--- src/rtl/icache_direct_mapped.sv ---
// Direct-mapped read-only instruction cache: NUM_SETS lines of 16-byte blocks, 32-bit word output.
// Latency: hits are served combinationally in the same cycle; misses stall for 1 + memory latency + 1 fill cycle.
// Backpressure: busywait stalls the fetch stage on a miss; memory stalls the fill through mem_busywait.
// Optional build macro ICACHE_STATS_EN adds saturating hit_count / miss_count outputs.
module icache_direct_mapped #(
  parameter int NUM_SETS = 8,
  parameter int INDEX_W  = $clog2(NUM_SETS),
  parameter int TAG_W    = 28 - INDEX_W
) (
  input  logic         clock,
  input  logic         reset,
  input  logic         read,
  input  logic [31:0]  address,
  output logic [31:0]  instruction,
  output logic         busywait,
  output logic         mem_read,
  output logic [27:0]  mem_address,
  input  logic [127:0] mem_readdata,
  input  logic         mem_busywait
`ifdef ICACHE_STATS_EN
  ,
  output logic [31:0]  hit_count,
  output logic [31:0]  miss_count
`endif
);

  typedef enum logic [1:0] {
    IDLE     = 2'd0,
    MEM_READ = 2'd1,
    UPDATE   = 2'd2
  } state_e;

  state_e             state_q;
  logic               valid_q [NUM_SETS];
  logic [TAG_W-1:0]   tag_q   [NUM_SETS];
  logic [127:0]       data_q  [NUM_SETS];
  logic               mem_read_q;
  // Latched miss block address {tag, index}; doubles as the memory address output.
  logic [27:0]        miss_addr_q;

  logic [INDEX_W-1:0] req_idx;
  logic [TAG_W-1:0]   req_tag;
  logic [6:0]         word_lsb;
  logic               hit;
  logic [INDEX_W-1:0] fill_idx;
  logic [TAG_W-1:0]   fill_tag;
  logic               unused_addr_bits;

  assign req_idx          = address[4 +: INDEX_W];
  assign req_tag          = address[4 + INDEX_W +: TAG_W];
  assign word_lsb         = {address[3:2], 5'd0};
  assign fill_idx         = miss_addr_q[INDEX_W-1:0];
  assign fill_tag         = miss_addr_q[27 -: TAG_W];
  // Byte offset within a word is irrelevant for aligned instruction fetch.
  assign unused_addr_bits = ^address[1:0];

  assign hit         = read & valid_q[req_idx] & (tag_q[req_idx] == req_tag);
  assign instruction = data_q[req_idx][word_lsb +: 32];
  // Reset gating keeps the stall low while reset is held, even with read asserted.
  assign busywait    = reset & ((state_q != IDLE) | (read & ~hit));
  assign mem_read    = mem_read_q;
  assign mem_address = miss_addr_q;

  // Miss handling FSM: latch miss address, request block, then fill the line.
  always_ff @(posedge clock or negedge reset) begin
    if (!reset) begin
      state_q     <= IDLE;
      mem_read_q  <= 1'b0;
      miss_addr_q <= '0;
      for (int i = 0; i < NUM_SETS; i++) begin
        valid_q[i] <= 1'b0;
        tag_q[i]   <= '0;
        data_q[i]  <= '0;
      end
    end else begin
      case (state_q)
        IDLE: begin
          if (read && !hit) begin
            miss_addr_q <= address[31:4];
            mem_read_q  <= 1'b1;
            state_q     <= MEM_READ;
          end
        end
        MEM_READ: begin
          if (!mem_busywait) begin
            mem_read_q <= 1'b0;
            state_q    <= UPDATE;
          end
        end
        UPDATE: begin
          data_q[fill_idx]  <= mem_readdata;
          tag_q[fill_idx]   <= fill_tag;
          valid_q[fill_idx] <= 1'b1;
          state_q           <= IDLE;
        end
        default: begin
          mem_read_q <= 1'b0;
          state_q    <= IDLE;
        end
      endcase
    end
  end

`ifdef ICACHE_STATS_EN
  logic [31:0] hit_count_q;
  logic [31:0] miss_count_q;

  assign hit_count  = hit_count_q;
  assign miss_count = miss_count_q;

  // Saturating counters of delivered hits and of misses entering the fill sequence.
  always_ff @(posedge clock or negedge reset) begin
    if (!reset) begin
      hit_count_q  <= '0;
      miss_count_q <= '0;
    end else if (state_q == IDLE) begin
      if (hit && (hit_count_q != 32'hFFFF_FFFF)) begin
        hit_count_q <= hit_count_q + 32'd1;
      end
      if (read && !hit && (miss_count_q != 32'hFFFF_FFFF)) begin
        miss_count_q <= miss_count_q + 32'd1;
      end
    end
  end
`endif

endmodule

--- config.mk ---
export PLATFORM = sky130hd
export DESIGN_NAME = icache_direct_mapped
export DESIGN_NICKNAME = d
export VERILOG_FILES = /design/src/rtl/icache_direct_mapped.sv
export SDC_FILE = /design/constraint.sdc
export NUM_CORES = 2
export LEC_CHECK = 0
export ABC_AREA = 1
export CORE_MARGIN = 5
export CORE_UTILIZATION = 64
export DETAILED_ROUTE_END_ITERATION = 8
export PLACE_DENSITY = 0.83
export SLEW_MARGIN = 5
export SYNTH_ARGS = -nofsm -noshare
export SYNTH_HDL_FRONTEND = slang
export SYNTH_SLANG_ARGS = --single-unit
--- constraint.sdc ---
create_clock -name clock -period 5 [get_ports clock]
set_input_delay 0.5 -clock clock [delete_from_list [all_inputs] [get_ports clock]]
set_output_delay 0.5 -clock clock [all_outputs]
set_load 0.03 [all_outputs]
==> reports/metrics.cfg <==
[worst_setup_path]
reg2reg_from = state_q[0]$_DFFE_PN0P_
crit_chain = buf_8, inv_8, buf_12, nor2_1, o22ai_1, nor2_1, nor2_1, o21ai_0, a32oi_1, buf_12
critPathMaxFanout = 96
endpoint = instruction[5]
path_class = primary input to output pin
cp_slowest_stage_delay_ps = 890
arrival_ps = 3600
crit_slowest_cell = a32oi_1
crit_start = address[4]
cp_common_cell = nor2_1
critPathLaunchType = primary input
cp.required_ps = 4500
crit_path_end_kind = output pin
reg2reg_to = data_q[972]$_DFFE_PN0P_
r2r_cells = 7
rrSetupSlack_ps = 1690

[timing]
worst_pin_slew_ps = 1350
finalMaxSlewViolations = 0
finalSetupViolCount = 0
slew_headroom = 0.100
final_hold_viol_count = 0
finalCriticalPeriod_ps = 4100
setup_tns_ps = 0
rsz0062_at_grt = false
post-route-period-util = 0.820
timing.fmax_mhz = 244
fin_skew_ps = 20.0
holdWs_ps = 324

[clock_tree]
cts_tree = yes
htree_num_levels = 4
cts.clk_slew.worst_paths_ps = 60
insertion_delay_ps = 720
cts.sinks = 1263
postCtsSetupBuffers = 0
cts_buffers = 130
root_buffer = clkbuf_16
cts_resized = 0
clockBufferDepth = 3

[synthesis]
syn_inst = 6654
ys_ff_latch = 1263
avgSynthCellArea_um2 = 8.43
yosysSeqAreaShare = 0.563
synth_nets = 6818
yosysWarnings = 0
synth_area_um2 = 56100
yosysUniqueCellTypes = 28

[pwr]
power_density_nw_per_um2 = 555
p_int_mw = 23.7
vdd_drop_max_mv = 0.382
power.switching_mw = 11.5
share_comb_of_total_power = 0.234
seq_power_share = 0.485
clkPwrFrac = 0.281
p_leak_nw = 29.7
netSwitchingFraction = 0.326

[drt]
drt_first_pass_iters = 8
first_iter_violations = 6167
vias = 49520
route.detailed.drc = 0
vias_per_cell = 6.33
ant_nets = 0
routed_wl_um = 167000
wire_per_inst_um = 21.4

[cells_and_area]
nets = 6734
drive_gt1_frac = 0.0574
utilization = 0.730
fill_cells = 6132
syn_to_final_growth_pct = 13.0
final_cell_area_um2 = 63400

[die]
initial_core_util = 0.646
die_w_um = 306
num_io_pins = 226
dieArea_um2 = 93700
die_h_um = 306
rows = 108
coreArea_um2 = 86900

[run]
maxCapViolations = 0

[placement]
numPortBuffers = 223
place_hpwl_um = 93600
gp_congestion = 0.826
postPlaceCellArea_um2 = 59000

[global_routing]
grt_pass1_wl_um = 264000
gr-total-overflow = 0
first_global_vias = 47850
grt_max_degree = 223
grt.total_usage = 0.351
antenna_found_initial = 2

[worst_hold_path]
hp-class = primary input to async pin

[status]
status = completed

-- how the worst min path moves through the flow --
stage                              end  slack, ps  cells after the start
6_report       data_q[140]$_DFFE_PN0P_        320                      2
2_1_floorplan    data_q[0]$_DFFE_PN0P_        200                      0
3_3_place_gp    valid_q[1]$_DFFE_PN0P_        430                      2
4_1_cts        data_q[140]$_DFFE_PN0P_        330                      2
3_5_place_dp    valid_q[7]$_DFFE_PN0P_        440                      2
5_1_grt        data_q[140]$_DFFE_PN0P_        350                      2
-- routing by layer --
layer / wire [um] / GRT usage
met1: 64000 / 0.478
met2: 75600 / 0.542
met3: 18900 / 0.0781
met4: 8730 / 0.173
met5: 8 / 0
-- state kept, by name, summed over array words and instances, names as in the netlist --
signal	cells
state_q	2
mem_address	28
data_q	1024
tag_q	200
mem_read	1
valid_q	8
-- final cells by class --
cell class / instances / area, um^2 / area share
well taps: 1155 / 1450 / 0.0228
repair buffers: 312 / 3580 / 0.0564
flip-flops and latches: 1263 / 31600 / 0.498
clock buffers: 191 / 3880 / 0.0612
clock inverters: 38 / 500 / 0.00789
multi-input cells: 4550 / 21200 / 0.334
diodes: 1 / 2.50 / 0.0000395
inverters: 313 / 1210 / 0.0191
-- synthesized netlist by cell type (all sizes together) --
| cell | number | area (um^2) |
|---|---|---|
| clkinv | 2 | 7.51 |
| nand2 | 1533 | 5800 |
| buf | 104 | 616 |
| a21boi | 1 | 7.51 |
| inv | 311 | 1170 |
| a32oi | 30 | 263 |
| o211ai | 9 | 67.6 |
| a21oi | 25 | 125 |
| o221ai | 198 | 1730 |
| nor3 | 1 | 5.00 |
| nand4 | 1 | 6.26 |
| nand3 | 173 | 871 |
| o21ai | 1825 | 9210 |
| a31oi | 32 | 200 |
| nor2 | 669 | 2510 |
| dfrtp | 1263 | 31600 |
| or2 | 2 | 12.5 |
| o22ai | 51 | 319 |
| clkbuf | 424 | 1590 |
-- per-stage QoR --
stage	cells	power (mW)	setup slack, ps
6_report	7823	35.2	901
5_1_grt	7822	37.3	792
4_1_cts	7822	35.1	1010
3_5_place_dp	7592	25.1	1020
3_3_place_gp	7592	24.5	1110
2_1_floorplan	6654	22.2	2120
-- critical path: cells and delay by family --
family	cells	cell delay [ps]
AO/OA/AOI/OAI	3	1270
AND/OR/NAND/NOR	3	220
buffers and inverters	4	1380
-- power groups by stage --
stage               registers [mW]  logic [mW]  clock network (mW)
finish                        17.1        8.24                9.89
global route                  17.6        9.44                10.4
CTS                           17.0        8.21                9.94
detailed placement            17.1        8.06                   0
global placement              16.9        7.61                   0
floorplan                     16.6        5.53                   0
-- logic make-up (layout without fill, tap and decap cells) --
group | Yosys count | after routing | share of synthesized area
AOI/OAI and AO/OA | 2171 | 2171 | 0.212
other | 0 | 1 | 0
DFF | 1263 | 1263 | 0.563
buffers and inverters | 841 | 854 | 0.0603
and+or+nand+nor | 2379 | 2379 | 0.164
-- layout by cell type (no fill, tap or decap), types with 2 or more instances in the layout --
cell type / n
o22ai_1: 51
nand2_1: 1511
clkbuf_1: 28
nand2_4: 2
o21ai_2: 20
nand3_4: 3
buf_12: 60
inv_6: 4
clkinv_4: 2
clkbuf_16: 136
or2_2: 2
o21ai_0: 1789
clkdlybuf4s50_1: 186
a32oi_1: 30
nand2_2: 20
nor2_1: 668
buf_8: 2
inv_8: 4
o211ai_1: 9
clkinv_2: 13
o21ai_1: 16
a21oi_1: 25
bufinv_16: 8
o221ai_1: 198
clkbuf_8: 27
clkinvlp_4: 5
a31oi_1: 32
dfrtp_1: 1263
inv_1: 306
nand3_1: 169
buf_4: 61
clkinv_8: 7
-- what timing repair did --
action,in CTS,in global routing
endpoints found under the hold margin,56,0
hold buffers,1,0
setup endpoints to repair,0,0
Power figures use the tool's default switching activity.
